`config.mk`:
```
export PLATFORM = sky130hd
export DESIGN_NAME = rpn_calculator_core_flat
export DESIGN_NICKNAME = d
export VERILOG_FILES = /design/src/rtl/rpn_calculator_core_pkg.sv /design/src/rtl/rpn_calculator_core_if.sv /design/src/rtl/rpn_calculator_core_operand_stack.sv /design/src/rtl/rpn_calculator_core.sv /design/src/flat_wrapper.sv
export SDC_FILE = /design/constraint.sdc
export NUM_CORES = 1
export LEC_CHECK = 0
export BUFFER_PORTS_ARGS = -buffer_cell sky130_fd_sc_hd__buf_2
export CAP_MARGIN = 20
export CORE_ASPECT_RATIO = 1.2
export CORE_MARGIN = 2
export CORE_UTILIZATION = 25
export CTS_CLUSTER_DIAMETER = 30
export DETAILED_ROUTE_END_ITERATION = 7
export SYNTH_ARGS = -nofsm -noshare
export SYNTH_HDL_FRONTEND = slang
export SYNTH_HIERARCHICAL = 1
export SYNTH_SLANG_ARGS = --single-unit
```
`constraint.sdc`:
```
create_clock -name clk -period 3.5 [get_ports clk]
set_clock_uncertainty 0.05 [all_clocks]
set_input_delay 0.35 -clock clk [delete_from_list [all_inputs] [get_ports clk]]
set_output_delay 0.35 -clock clk [all_outputs]
set_load 0.05 [all_outputs]
```
`src/rtl/rpn_calculator_core_pkg.sv`:
```
// rtl/rpn_calculator_core_pkg.sv - key codes, ALU op and FSM state types for the RPN calculator core
package rpn_calculator_core_pkg;

  // Command keys carry bit 4 set; digits carry bit 4 clear with the nibble value below.
  localparam logic [4:0] KEY_ADD   = 5'b10000;
  localparam logic [4:0] KEY_SUB   = 5'b10001;
  localparam logic [4:0] KEY_MUL   = 5'b10010;
  localparam logic [4:0] KEY_DIV   = 5'b10011;
  localparam logic [4:0] KEY_ENTER = 5'b10100;
  localparam logic [4:0] KEY_NEG   = 5'b10101;
  localparam logic [4:0] KEY_AC    = 5'b10110;
  localparam logic [4:0] KEY_DROP  = 5'b10111;
  localparam logic [4:0] KEY_SWAP  = 5'b11000;

  typedef enum logic [1:0] {
    ALU_ADD = 2'b00,
    ALU_SUB = 2'b01,
    ALU_MUL = 2'b10,
    ALU_DIV = 2'b11
  } alu_op_t;

  typedef enum logic [2:0] {
    S_WAIT,
    S_EXEC,
    S_ALU_REQ,
    S_ALU_RSP,
    S_DISPLAY,
    S_ERROR
  } rpn_state_t;

  // One stack action per cycle; the core never needs two at once.
  typedef enum logic [2:0] {
    STK_NONE,
    STK_PUSH,
    STK_POP,
    STK_WR_TOP,
    STK_CLEAR
  } stack_op_t;

  function automatic logic key_is_digit(input logic [4:0] key);
    return !key[4];
  endfunction

endpackage

```
`src/rtl/rpn_calculator_core_if.sv`:
```
// rtl/rpn_calculator_core_if.sv - keypad, ALU and display bus of the RPN calculator core
interface rpn_calculator_core_if #(
  parameter int DATA_WIDTH  = 16,
  parameter int STACK_DEPTH = 4
);
  import rpn_calculator_core_pkg::*;

  localparam int CNT_W = $clog2(STACK_DEPTH + 1);

  // Keypad
  logic [4:0]            i_button_data;
  logic                  i_button_valid;
  logic                  o_button_ready;
  logic                  i_2s_comp_mode;

  // ALU request / response
  logic [DATA_WIDTH-1:0] o_alu_input_a;
  logic [DATA_WIDTH-1:0] o_alu_input_b;
  alu_op_t               o_alu_input_op;
  logic                  o_alu_input_signed;
  logic                  o_alu_input_valid;
  logic                  i_alu_input_ready;
  logic [DATA_WIDTH-1:0] i_alu_result;
  logic                  i_alu_error;
  logic                  i_alu_result_valid;
  logic                  o_alu_result_ready;

  // Status and display
  logic [CNT_W-1:0]      o_stack_count;
  logic                  o_error;
  logic [DATA_WIDTH-1:0] o_display_data;
  logic                  o_display_2s_comp;
  logic                  o_display_valid;
  logic                  i_display_ready;

  // Calculator core side
  modport slave (
    input  i_button_data, i_button_valid, i_2s_comp_mode,
    input  i_alu_input_ready, i_alu_result, i_alu_error, i_alu_result_valid,
    input  i_display_ready,
    output o_button_ready,
    output o_alu_input_a, o_alu_input_b, o_alu_input_op, o_alu_input_signed, o_alu_input_valid,
    output o_alu_result_ready,
    output o_stack_count, o_error,
    output o_display_data, o_display_2s_comp, o_display_valid
  );

  // Keypad decoder / ALU / display driver side
  modport master (
    output i_button_data, i_button_valid, i_2s_comp_mode,
    output i_alu_input_ready, i_alu_result, i_alu_error, i_alu_result_valid,
    output i_display_ready,
    input  o_button_ready,
    input  o_alu_input_a, o_alu_input_b, o_alu_input_op, o_alu_input_signed, o_alu_input_valid,
    input  o_alu_result_ready,
    input  o_stack_count, o_error,
    input  o_display_data, o_display_2s_comp, o_display_valid
  );

endinterface

```
`src/rtl/rpn_calculator_core_operand_stack.sv`:
```
// rtl/rpn_calculator_core_operand_stack.sv - shift-register operand stack with saturating count
module rpn_calculator_core_operand_stack
  import rpn_calculator_core_pkg::*;
#(
  parameter int DATA_WIDTH  = 16,
  parameter int STACK_DEPTH = 4,
  parameter int CNT_W       = $clog2(STACK_DEPTH + 1)
) (
  input  logic                  clk,
  input  logic                  rst,
  input  stack_op_t             op_i,
  input  logic [DATA_WIDTH-1:0] din_i,
  output logic [DATA_WIDTH-1:0] top_o,
  output logic [CNT_W-1:0]      count_o
);

  // Entry 0 is the top of stack (Y); higher indices are deeper.
  logic [DATA_WIDTH-1:0] mem_q [STACK_DEPTH];
  logic [DATA_WIDTH-1:0] mem_d [STACK_DEPTH];
  logic [CNT_W-1:0]      count_q, count_d;

  localparam logic [CNT_W-1:0] COUNT_FULL = CNT_W'(STACK_DEPTH);

  // Next-state for push/pop/top-write/clear; a full push drops the bottom entry.
  always_comb begin
    mem_d   = mem_q;
    count_d = count_q;
    case (op_i)
      STK_PUSH: begin
        for (int i = STACK_DEPTH - 1; i > 0; i--) begin
          mem_d[i] = mem_q[i-1];
        end
        mem_d[0] = din_i;
        if (count_q != COUNT_FULL) begin
          count_d = count_q + 1'b1;
        end
      end
      STK_POP: begin
        if (count_q != '0) begin
          for (int i = 0; i < STACK_DEPTH - 1; i++) begin
            mem_d[i] = mem_q[i+1];
          end
          mem_d[STACK_DEPTH-1] = '0;
          count_d = count_q - 1'b1;
        end
      end
      STK_WR_TOP: begin
        mem_d[0] = din_i;
      end
      STK_CLEAR: begin
        for (int i = 0; i < STACK_DEPTH; i++) begin
          mem_d[i] = '0;
        end
        count_d = '0;
      end
      default: begin
      end
    endcase
  end

  // Stack storage and occupancy register.
  always_ff @(posedge clk or posedge rst) begin
    if (rst) begin
      for (int i = 0; i < STACK_DEPTH; i++) begin
        mem_q[i] <= '0;
      end
      count_q <= '0;
    end else begin
      mem_q   <= mem_d;
      count_q <= count_d;
    end
  end

  assign top_o   = mem_q[0];
  assign count_o = count_q;

endmodule

```
`src/rtl/rpn_calculator_core.sv`:
```
// rtl/rpn_calculator_core.sv - RPN calculator control core: keypad entry, operand stack, ALU and display sequencing
module rpn_calculator_core
  import rpn_calculator_core_pkg::*;
#(
  parameter int DATA_WIDTH  = 16,
  parameter int STACK_DEPTH = 4
) (
  input  logic                 clk,
  input  logic                 rst,
  rpn_calculator_core_if.slave bus
);

  localparam int CNT_W = $clog2(STACK_DEPTH + 1);

  rpn_state_t            state_q, state_d;
  logic [4:0]            key_q, key_d;
  logic [DATA_WIDTH-1:0] x_q, x_d;
  logic                  entry_active_q, entry_active_d;
  logic                  entry_neg_q, entry_neg_d;
  logic                  lift_q, lift_d;
  logic                  error_q, error_d;

  stack_op_t             stk_op;
  logic [DATA_WIDTH-1:0] stk_din;
  logic [DATA_WIDTH-1:0] stk_top;
  logic [CNT_W-1:0]      stk_count;
  logic                  stk_empty;

  logic                  button_ready;
  logic                  key_accept;

  logic [DATA_WIDTH-1:0] digit_ext;
  logic [DATA_WIDTH-1:0] x_shift;
  logic [DATA_WIDTH-1:0] acc_addend;
  logic [DATA_WIDTH-1:0] acc_sum;
  logic [DATA_WIDTH-1:0] neg_x;

  rpn_calculator_core_operand_stack #(
    .DATA_WIDTH  (DATA_WIDTH),
    .STACK_DEPTH (STACK_DEPTH),
    .CNT_W       (CNT_W)
  ) u_stack (
    .clk     (clk),
    .rst     (rst),
    .op_i    (stk_op),
    .din_i   (stk_din),
    .top_o   (stk_top),
    .count_o (stk_count)
  );

  assign stk_empty    = (stk_count == '0);
  assign button_ready = (state_q == S_WAIT) || (state_q == S_ERROR);
  assign key_accept   = bus.i_button_valid && button_ready;

  // Digit accumulation: subtracting d is adding ~d with carry-in, so one adder covers both signs.
  assign digit_ext  = {{(DATA_WIDTH-4){1'b0}}, key_q[3:0]};
  assign x_shift    = {x_q[DATA_WIDTH-5:0], 4'h0};
  assign acc_addend = entry_neg_q ? ~digit_ext : digit_ext;
  assign acc_sum    = x_shift + acc_addend + {{(DATA_WIDTH-1){1'b0}}, entry_neg_q};
  assign neg_x      = ~x_q + {{(DATA_WIDTH-1){1'b0}}, 1'b1};

  // Next-state, register updates and stack commands for the key/ALU/display sequence.
  always_comb begin
    state_d        = state_q;
    key_d          = key_q;
    x_d            = x_q;
    entry_active_d = entry_active_q;
    entry_neg_d    = entry_neg_q;
    lift_d         = lift_q;
    error_d        = error_q;
    stk_op         = STK_NONE;
    stk_din        = x_q;

    case (state_q)
      S_WAIT: begin
        if (key_accept) begin
          key_d   = bus.i_button_data;
          state_d = S_EXEC;
        end
      end

      S_ERROR: begin
        // Keys are swallowed here; only AC gets through to EXEC to recover.
        if (key_accept && (bus.i_button_data == KEY_AC)) begin
          key_d   = bus.i_button_data;
          state_d = S_EXEC;
        end
      end

      S_EXEC: begin
        state_d = S_DISPLAY;
        if (key_is_digit(key_q)) begin
          if (!entry_active_q) begin
            if (lift_q) begin
              stk_op = STK_PUSH;
            end
            x_d            = digit_ext;
            entry_active_d = 1'b1;
            entry_neg_d    = 1'b0;
          end else begin
            x_d = acc_sum;
          end
        end else begin
          case (key_q)
            KEY_ADD, KEY_SUB, KEY_MUL, KEY_DIV: begin
              if (stk_empty) begin
                error_d = 1'b1;
                state_d = S_ERROR;
              end else begin
                state_d = S_ALU_REQ;
              end
            end
            KEY_ENTER: begin
              stk_op         = STK_PUSH;
              entry_active_d = 1'b0;
              lift_d         = 1'b0;
            end
            KEY_NEG: begin
              x_d = neg_x;
              if (entry_active_q) begin
                entry_neg_d = ~entry_neg_q;
              end
            end
            KEY_AC: begin
              stk_op         = STK_CLEAR;
              x_d            = '0;
              entry_active_d = 1'b0;
              entry_neg_d    = 1'b0;
              lift_d         = 1'b1;
              error_d        = 1'b0;
            end
            KEY_DROP: begin
              x_d    = stk_empty ? '0 : stk_top;
              stk_op = STK_POP;
            end
            KEY_SWAP: begin
              if (stk_empty) begin
                state_d = S_WAIT;
              end else begin
                x_d     = stk_top;
                stk_din = x_q;
                stk_op  = STK_WR_TOP;
              end
            end
            default: begin
              state_d = S_WAIT;
            end
          endcase
        end
      end

      S_ALU_REQ: begin
        if (bus.i_alu_input_ready) begin
          state_d = S_ALU_RSP;
        end
      end

      S_ALU_RSP: begin
        if (bus.i_alu_result_valid) begin
          if (bus.i_alu_error) begin
            error_d = 1'b1;
            state_d = S_ERROR;
          end else begin
            stk_op         = STK_POP;
            x_d            = bus.i_alu_result;
            entry_active_d = 1'b0;
            lift_d         = 1'b1;
            state_d        = S_DISPLAY;
          end
        end
      end

      S_DISPLAY: begin
        if (bus.i_display_ready) begin
          state_d = S_WAIT;
        end
      end

      default: begin
        state_d = S_WAIT;
      end
    endcase
  end

  // FSM state register; reset lands in DISPLAY so the cleared X is shown once.
  always_ff @(posedge clk or posedge rst) begin
    if (rst) begin
      state_q <= S_DISPLAY;
    end else begin
      state_q <= state_d;
    end
  end

  // Entry register, latched key and entry/lift/error flags.
  always_ff @(posedge clk or posedge rst) begin
    if (rst) begin
      key_q          <= '0;
      x_q            <= '0;
      entry_active_q <= 1'b0;
      entry_neg_q    <= 1'b0;
      lift_q         <= 1'b1;
      error_q        <= 1'b0;
    end else begin
      key_q          <= key_d;
      x_q            <= x_d;
      entry_active_q <= entry_active_d;
      entry_neg_q    <= entry_neg_d;
      lift_q         <= lift_d;
      error_q        <= error_d;
    end
  end

  assign bus.o_button_ready     = button_ready;
  assign bus.o_alu_input_a      = stk_top;
  assign bus.o_alu_input_b      = x_q;
  assign bus.o_alu_input_op     = alu_op_t'(key_q[1:0]);
  assign bus.o_alu_input_signed = bus.i_2s_comp_mode;
  assign bus.o_alu_input_valid  = (state_q == S_ALU_REQ);
  assign bus.o_alu_result_ready = (state_q == S_ALU_RSP);
  assign bus.o_stack_count      = stk_count;
  assign bus.o_error            = error_q;
  assign bus.o_display_data     = x_q;
  assign bus.o_display_2s_comp  = bus.i_2s_comp_mode;
  // The reset state is DISPLAY, so the valid is held off while rst is still asserted.
  assign bus.o_display_valid    = (state_q == S_DISPLAY) && !rst;

endmodule

```
`src/flat_wrapper.sv`:
```
// flat-port wrapper written by rule: the top's interface ports become plain ports
module rpn_calculator_core_flat import rpn_calculator_core_pkg::*;
#(
  parameter int DATA_WIDTH  = 16,
  parameter int STACK_DEPTH = 4
)
  (clk, rst, bus_i_button_data, bus_i_button_valid, bus_i_2s_comp_mode, bus_i_alu_input_ready, bus_i_alu_result, bus_i_alu_error, bus_i_alu_result_valid, bus_i_display_ready, bus_o_button_ready, bus_o_alu_input_a, bus_o_alu_input_b, bus_o_alu_input_op, bus_o_alu_input_signed, bus_o_alu_input_valid, bus_o_alu_result_ready, bus_o_stack_count, bus_o_error, bus_o_display_data, bus_o_display_2s_comp, bus_o_display_valid);
  rpn_calculator_core_if #(.DATA_WIDTH(DATA_WIDTH), .STACK_DEPTH(STACK_DEPTH)) bus_i ();
  input  logic clk;
  input  logic rst;
  input wire logic [$bits(bus_i.i_button_data)-1:0] bus_i_button_data;
  input wire logic [$bits(bus_i.i_button_valid)-1:0] bus_i_button_valid;
  input wire logic [$bits(bus_i.i_2s_comp_mode)-1:0] bus_i_2s_comp_mode;
  input wire logic [$bits(bus_i.i_alu_input_ready)-1:0] bus_i_alu_input_ready;
  input wire logic [$bits(bus_i.i_alu_result)-1:0] bus_i_alu_result;
  input wire logic [$bits(bus_i.i_alu_error)-1:0] bus_i_alu_error;
  input wire logic [$bits(bus_i.i_alu_result_valid)-1:0] bus_i_alu_result_valid;
  input wire logic [$bits(bus_i.i_display_ready)-1:0] bus_i_display_ready;
  output wire logic [$bits(bus_i.o_button_ready)-1:0] bus_o_button_ready;
  output wire logic [$bits(bus_i.o_alu_input_a)-1:0] bus_o_alu_input_a;
  output wire logic [$bits(bus_i.o_alu_input_b)-1:0] bus_o_alu_input_b;
  output wire logic [$bits(bus_i.o_alu_input_op)-1:0] bus_o_alu_input_op;
  output wire logic [$bits(bus_i.o_alu_input_signed)-1:0] bus_o_alu_input_signed;
  output wire logic [$bits(bus_i.o_alu_input_valid)-1:0] bus_o_alu_input_valid;
  output wire logic [$bits(bus_i.o_alu_result_ready)-1:0] bus_o_alu_result_ready;
  output wire logic [$bits(bus_i.o_stack_count)-1:0] bus_o_stack_count;
  output wire logic [$bits(bus_i.o_error)-1:0] bus_o_error;
  output wire logic [$bits(bus_i.o_display_data)-1:0] bus_o_display_data;
  output wire logic [$bits(bus_i.o_display_2s_comp)-1:0] bus_o_display_2s_comp;
  output wire logic [$bits(bus_i.o_display_valid)-1:0] bus_o_display_valid;
  assign bus_i.i_button_data = bus_i_button_data;
  assign bus_i.i_button_valid = bus_i_button_valid;
  assign bus_i.i_2s_comp_mode = bus_i_2s_comp_mode;
  assign bus_i.i_alu_input_ready = bus_i_alu_input_ready;
  assign bus_i.i_alu_result = bus_i_alu_result;
  assign bus_i.i_alu_error = bus_i_alu_error;
  assign bus_i.i_alu_result_valid = bus_i_alu_result_valid;
  assign bus_i.i_display_ready = bus_i_display_ready;
  assign bus_o_button_ready = bus_i.o_button_ready;
  assign bus_o_alu_input_a = bus_i.o_alu_input_a;
  assign bus_o_alu_input_b = bus_i.o_alu_input_b;
  assign bus_o_alu_input_op = bus_i.o_alu_input_op;
  assign bus_o_alu_input_signed = bus_i.o_alu_input_signed;
  assign bus_o_alu_input_valid = bus_i.o_alu_input_valid;
  assign bus_o_alu_result_ready = bus_i.o_alu_result_ready;
  assign bus_o_stack_count = bus_i.o_stack_count;
  assign bus_o_error = bus_i.o_error;
  assign bus_o_display_data = bus_i.o_display_data;
  assign bus_o_display_2s_comp = bus_i.o_display_2s_comp;
  assign bus_o_display_valid = bus_i.o_display_valid;
  rpn_calculator_core #(.DATA_WIDTH(DATA_WIDTH), .STACK_DEPTH(STACK_DEPTH)) u_core (.clk(clk), .rst(rst), .bus(bus_i));
endmodule
```
### Word-level counts from Yosys, hierarchy flattened

Cells that the tools add are included.

| storage, ports and cells | value |
|---|---|
| register bits | 95 |
| input bits | 29 |
| output and inout bits | 60 |
| logic and storage cells | 142 |

| operators by class | value |
|---|---|
| $add $sub $neg | 5 |
| equal/unequal tests | 39 |
| muxes and demuxes | 57 |
| bitwise logic cells | 3 |
| reductions and logical operators | 26 |

Operators with widths:

| operator | number |
|---|---|
| 48-bit case mux with 3 select lines | 1 |
| 16-bit two-way mux | 7 |
| 64-bit two-way mux | 1 |
| 16-bit case mux with 4 select lines | 1 |
| 5-bit == test (second input constant) | 10 |
| 16-bit case mux with 3 select lines | 1 |
| 3-bit two-way mux | 13 |
| 16-bit case mux with 2 select lines | 1 |
| 3-bit inequality test (second input constant) | 6 |
| 3-bit case mux with 3 select lines | 2 |
| 3-bit case mux with 6 select lines | 1 |
| 16-bit by 1-bit adder with 16-bit output | 1 |
| 16-bit by 1-bit adder with 16-bit output (second input constant) | 1 |
| 16-bit adder | 1 |
| 1-bit two-way mux | 16 |
| 2-bit inequality test (second input constant) | 8 |
| 16-bit inverter | 1 |
| 4-bit inverter with 16-bit output | 1 |
| 5-bit AND reduction | 3 |
| 3-bit by 2-bit == test with 1-bit output (second input constant) | 4 |
| 1-bit case mux with 2 select lines | 6 |
| 3-bit case mux with 4 select lines | 1 |
| 5-bit two-way mux | 2 |
| 5-bit case mux with 2 select lines | 1 |
| other kinds (23) | 40 |

### Depth between registers and ports, before layout

| depth | value |
|---|---|
| depth after elaboration | 9 |
| depth in mapped cells | 14 |
| depth with buffers taken out | 12 |

### By module

The synthesis kept the hierarchy.

By module, submodules not included:

| module | instances | cells each | area each (um^2) | sequential area each (um^2) |
|---|---|---|---|---|
| rpn_calculator_core_operand_stack | 1 | 377 | 4139.0 | 1676.6 |
| rpn_calculator_core | 1 | 393 | 3012.9 | 703.2 |

### Worst setup path after synthesis

No wires, ideal clock.

| timing path | value |
|---|---|
| path type | register -> register |
| start point | reg u_core.u_stack.count_q[0], in the netlist u_core/u_stack/count_o[0] |
| end point | reg u_core.u_stack.count_q[2], in the netlist u_core/u_stack/count_o[2] |
| library setup time | 104 ps |
| data arrival time | 3443 ps |
| required time | 3346 ps |
| setup slack | -97 ps |
| stages on the path, launching flop included | 15 |
| period minus slack after synthesis | 3597 ps |
| cell sequence | dfrtp_1 > nor3_1 > nor2_1 > nand2_1 > nand2_1 > a32oi_1 > nor2_1 > nor2b_1 > clkbuf_1 > clkbuf_1 > nand2b_1 > fa_1 > or3b_1 > o311a_1 > a221oi_1 |

| on the way | value |
|---|---|
| longest elaborated chain between the ends | 8 |
| elaborated cells on any way between the ends | 19 |
| those cells by class | 2 x add/sub; 6 x eq/ne; 7 x mux; 4 x reduce/logical |

Ends and longest elaborated chain:

| what | RTL line | text |
|---|---|---|
| from (decl) | rpn_calculator_core_operand_stack.sv:20 | `logic [CNT_W-1:0] count_q, count_d;` |
| from (signal assigned) | rpn_calculator_core_operand_stack.sv:70 | `count_q <= count_d;` |
| 3-bit zero test * | rpn_calculator_core.sv:51 | `assign stk_empty = (stk_count == '0);` |
| 2-bit two-way mux * | rpn_calculator_core.sv:137 | `if (stk_empty) begin` |
| 3-bit case mux with 4 select lines * | rpn_calculator_core.sv:104 | `case (key_q)` |
| 3-bit two-way mux * | rpn_calculator_core.sv:92 | `if (key_is_digit(key_q)) begin` |
| 3-bit case mux with 2 select lines * | rpn_calculator_core.sv:74 | `case (state_q)` |
| via u_core.stk_op[0] | rpn_calculator_core.sv:23 | `stack_op_t stk_op;` |
| 3-bit by 1-bit == test with 1-bit output, or another cell as far along | rpn_calculator_core_operand_stack.sv:28 | `case (op_i)` |
| 2-bit inequality test (no line) or 3-bit nonzero test (tied branches) | n/a |  |
| 3-bit AND reduction (no line) | n/a |  |

The timed path passes the listed nets; every way through them passes the cells marked *. The select of a mux whose other input is x is not followed.
A chain may end at the register's enable or synchronous reset.

### Worst setup path after layout

| timing path | value |
|---|---|
| start point | reg u_core.key_q[2] |
| end point | reg u_core.u_stack.mem_q (netlist bit u_core/u_stack/top_o[11]) |

| on the way | value |
|---|---|
| longest elaborated chain between the ends | 8 |
| elaborated cells on any way between the ends | 16 |
| those cells by class | 9 x eq/ne; 4 x mux; 3 x reduce/logical |

Ends and longest elaborated chain:

| what | RTL line | text |
|---|---|---|
| from (decl) | rpn_calculator_core.sv:16 | `logic [4:0] key_q, key_d;` |
| from (signal assigned) | rpn_calculator_core.sv:204 | `key_q <= key_d;` |
| 5-bit == test | rpn_calculator_core.sv:104 |  |
| 3-bit case mux with 4 select lines * | rpn_calculator_core.sv:104 |  |
| 3-bit two-way mux * | rpn_calculator_core.sv:92 |  |
| 3-bit case mux with 2 select lines * | rpn_calculator_core.sv:74 |  |
| via u_core.stk_op[1] | rpn_calculator_core.sv:23 |  |
| 3-bit by 2-bit == test with 1-bit output or 3-bit by 1-bit == test with 1-bit output (tied branches) | rpn_calculator_core_operand_stack.sv:28 |  |
| 2-bit OR reduction (no line) | n/a |  |
| 3-bit nonzero test (no line) | n/a |  |
| 2-bit AND reduction (no line) | n/a |  |
| to (signal assigned) | rpn_calculator_core_operand_stack.sv:69 | `mem_q <= mem_d;` |
| to (decl) | rpn_calculator_core_operand_stack.sv:18 | `logic [DATA_WIDTH-1:0] mem_q [STACK_DEPTH];` |

The timed path passes the listed nets; every way through them passes the cells marked *.

==> out/results.ini <==
[drt]
num_vias=6011
vias_per_cell=5.09
drt_pre_antenna_iters=5
drc=0
first_iter_violations=425
antenna_left=0
post_drt_wl_per_cell_um=16.7
routed_wl_um=19700

[yosys]
async_flop_share_pct=100
ys_top_cells_by_area=dfrtp_1 (33%), mux2_2 (5.7%), a221o_1 (5.2%)
ys_warn_count=6
syn_nets=814
synth.avg_cell_area_um2=9.29
ys_seq_area_share_pct=33.3
synth_largest_area_cell=dfrtp_1
synth_top_flop_cell=dfrtp_1
synth_top_area_share_pct=32.5
syn_area_mm2=0.00715
ys_seq_elements=95
synth_cells=770
synth_edf_count=0
ys_types=78

[floorplan]
initial_core_util_pct=25.5
ioPinCount=89
num_rows=67
die_w_um=158
core_area_mm2=0.0281
dieArea_mm2=0.0300
dieHeight_um=189

[critical_path]
path_delay_family=compound AO/OA/AOI/OAI gates
cp_num_buf_inv=2
slowest_delay_ps=890
path_max_fanout=17
worst_setup_path_start_kind=flip-flop
critPathSlowestCell=o311ai_4
crit_chain=or4b_1 -> nor2_1 -> o2111ai_1 -> o21ai_4 -> buf_4 -> inv_1 -> o311ai_4 -> mux2i_1
critPathKind=reg -> reg
critPathArrivalTime_ps=3400
crit_path_end_kind=flip-flop
startpoint=u_core/key_q[2]
required_ps=3710
worstReg2RegStart=u_core/key_q[2]

[cells_and_area]
num-nets-final=841
drive_gt1_share_pct=23.2
regArea_mm2=0.00238
insertedDiodeCount=0
nFillCells=2965
area_growth_pct=12.4
multi_input_area_mm2=0.00410

[grt]
grt_pass1_vias=5898
grt_use_total_pct=13.2
grt_overflow=0
grt_max_degree=68
grt_antenna_before_repair=0
grt_pass1_wl_um=31600

[run]
maxCapViolations=0

[timing]
slew_violations=0
slew_headroom_pct=29.8
setup_tns_ps=0
rsz0062_at_grt=no
setup_viol=0
fin_crit_sh_pct=91.3
hold_viol=0
fmax_ghz=0.313
worst_slack_ps=305
tightestPinTransition_ps=1050
min_period_ps=3200

[power_and_ir_drop]
total_power_w=0.00822
cellLeakagePower_nw=3.61
irDropWorstVdd_mv=0.489
power.density_mw_per_mm2=1020

[status]
status=complete, no violations

[cts]
cts_sinks=95
htree_num_levels=3
clockBufferDepth=2
root_buffer=clkbuf_16
cts_resized=0
cts_tree=built
hold_buffers=0
clkLatencyLatePin_ps=350
post_cts_buffers=0
numCtsBuffers=9
clk_pin_slew_worst_paths_ps=70

[worst_hold_path]
holdCritPathClass=in -> async

[placed_design]
place_congestion=0.795
dp_slack_ps=292
dp.final_hpwl_um=14300
port_buffers=85

==> cells in the final DEF (no fill, tap or decap), drive strengths merged, types with 26 or more instances in the layout <==
cell type / Yosys / final
o21ai: 27 / 27
buf: 57 / 112
a221o: 37 / 37
nor2b: 37 / 37
mux2: 36 / 36
nor3b: 33 / 33
a21oi: 27 / 27
nor2: 39 / 39
dfrtp: 93 / 93
inv: 35 / 36
nand2: 43 / 43
a31oi: 26 / 26
==> power breakdown <==
| group | switching [W] | leakage [nW] | internal [W] | total (W) |
|---|---|---|---|---|
| clock | 0.000437 | 0.147 | 0.000560 | 0.000996 |
| combinational | 0.00323 | 2.21 | 0.00184 | 0.00507 |
| sequential | 0.000643 | 1.25 | 0.00151 | 0.00215 |
| total | 0.00431 | 3.61 | 0.00391 | 0.00822 |
==> state kept, by name (all words and copies together), names as in the netlist <==
| name | flops |
|---|---|
| u_core/state_q | 3 |
| u_core/lift_q | 1 |
| u_core/bus.o_alu_input_b | 16 |
| u_core/u_stack/top_o | 16 |
| u_core/entry_neg_q | 1 |
| u_core/key_q | 5 |
| u_core/bus.o_error | 1 |
| u_core/u_stack/mem_q | 48 |
| u_core/u_stack/count_o | 3 |
| u_core/entry_active_q | 1 |
==> tightest hold or removal path: cells and delay by family <==
kind,cells,cell delay (ps)
buffers and inverters,3,510
==> path summary, 6_finish.rpt <==
check                                                 to  cells after the start  slack, ps
worst max-delay path            u_core/u_stack/top_o[11]                      8        300
worst min-delay path                   u_core/state_q[0]                      3         60
worst max register to register  u_core/u_stack/top_o[11]                      8        300
worst min register to register   u_core/u_stack/mem_q[5]                      1        420
max in group asynchronous       u_core/u_stack/mem_q[21]                      3       2610
min in group clk                         u_core/key_q[3]                      2        200
==> per-layer routing <==
layer  vias to the layer above  GRT usage [%]  part of all wire [%]
met3                        31           1.88                   3.5
li1                       2887              -                     -
met5                         -              0                     0
met1                      2951           16.4                    44
met2                       142           22.7                    50
met4                         0           5.37                   3.3
==> synthesized netlist by cell type (4+ instances only) <==
master    number
a222oi_1       4
nor2b_1       37
nand2_1       43
nand3_1        8
nand4b_1       4
nand4_1        5
buf_2          9
buf_6          6
inv_1         35
and3b_1       16
xnor2_1       16
clkbuf_1      39
nor3b_1       33
nor4_1         6
mux2i_1       20
o21ai_0       26
a31oi_1       26
buf_4         40
a221oi_1       6
ha_1          14
nor4bb_1      16
a21o_1        20
nor2_1        39
mux2_2        36
a21oi_1       27
nor3_1        13
a221o_1       37
xor2_1         9
o22ai_1        6
nand2b_1       9
nand3b_1       4
dfrtp_1       93
==> cell families after synthesis <==
family / count (synthesis) / share of synthesized area [%]
flip-flops: 95 / 33.3
AO/OA/AOI/OAI: 192 / 20.5
adder cells (fa/ha/maj): 15 / 2.73
multiplexers: 56 / 8.47
XOR/XNOR: 25 / 3.06
buffers and inverters: 131 / 9.92
AND/OR/NAND/NOR: 256 / 22.1
==> through the flow <==
step	hold WS (ps)	cells	utilization (%)	area, um^2
6_report	57.3	1181	28.6	8040
5_1_grt	97.9	1181	28.6	8040
4_1_cts	67.9	1181	28.6	8040
3_5_place_dp	408	1165	27.6	7740
3_3_place_gp	401	1165	27.6	7740
2_1_floorplan	364	770	-	7160
==> area by class of cell <==
class | instances | area share [%]
inverter | 35 | 1.63
clock inverter | 6 | 0.871
tap | 379 | 5.90
sequential | 95 | 29.6
multi-input combinational | 544 | 51.0
timing repair buffer | 112 | 8.12
clock buffer | 10 | 2.85
Power figures use the tool's default switching activity.
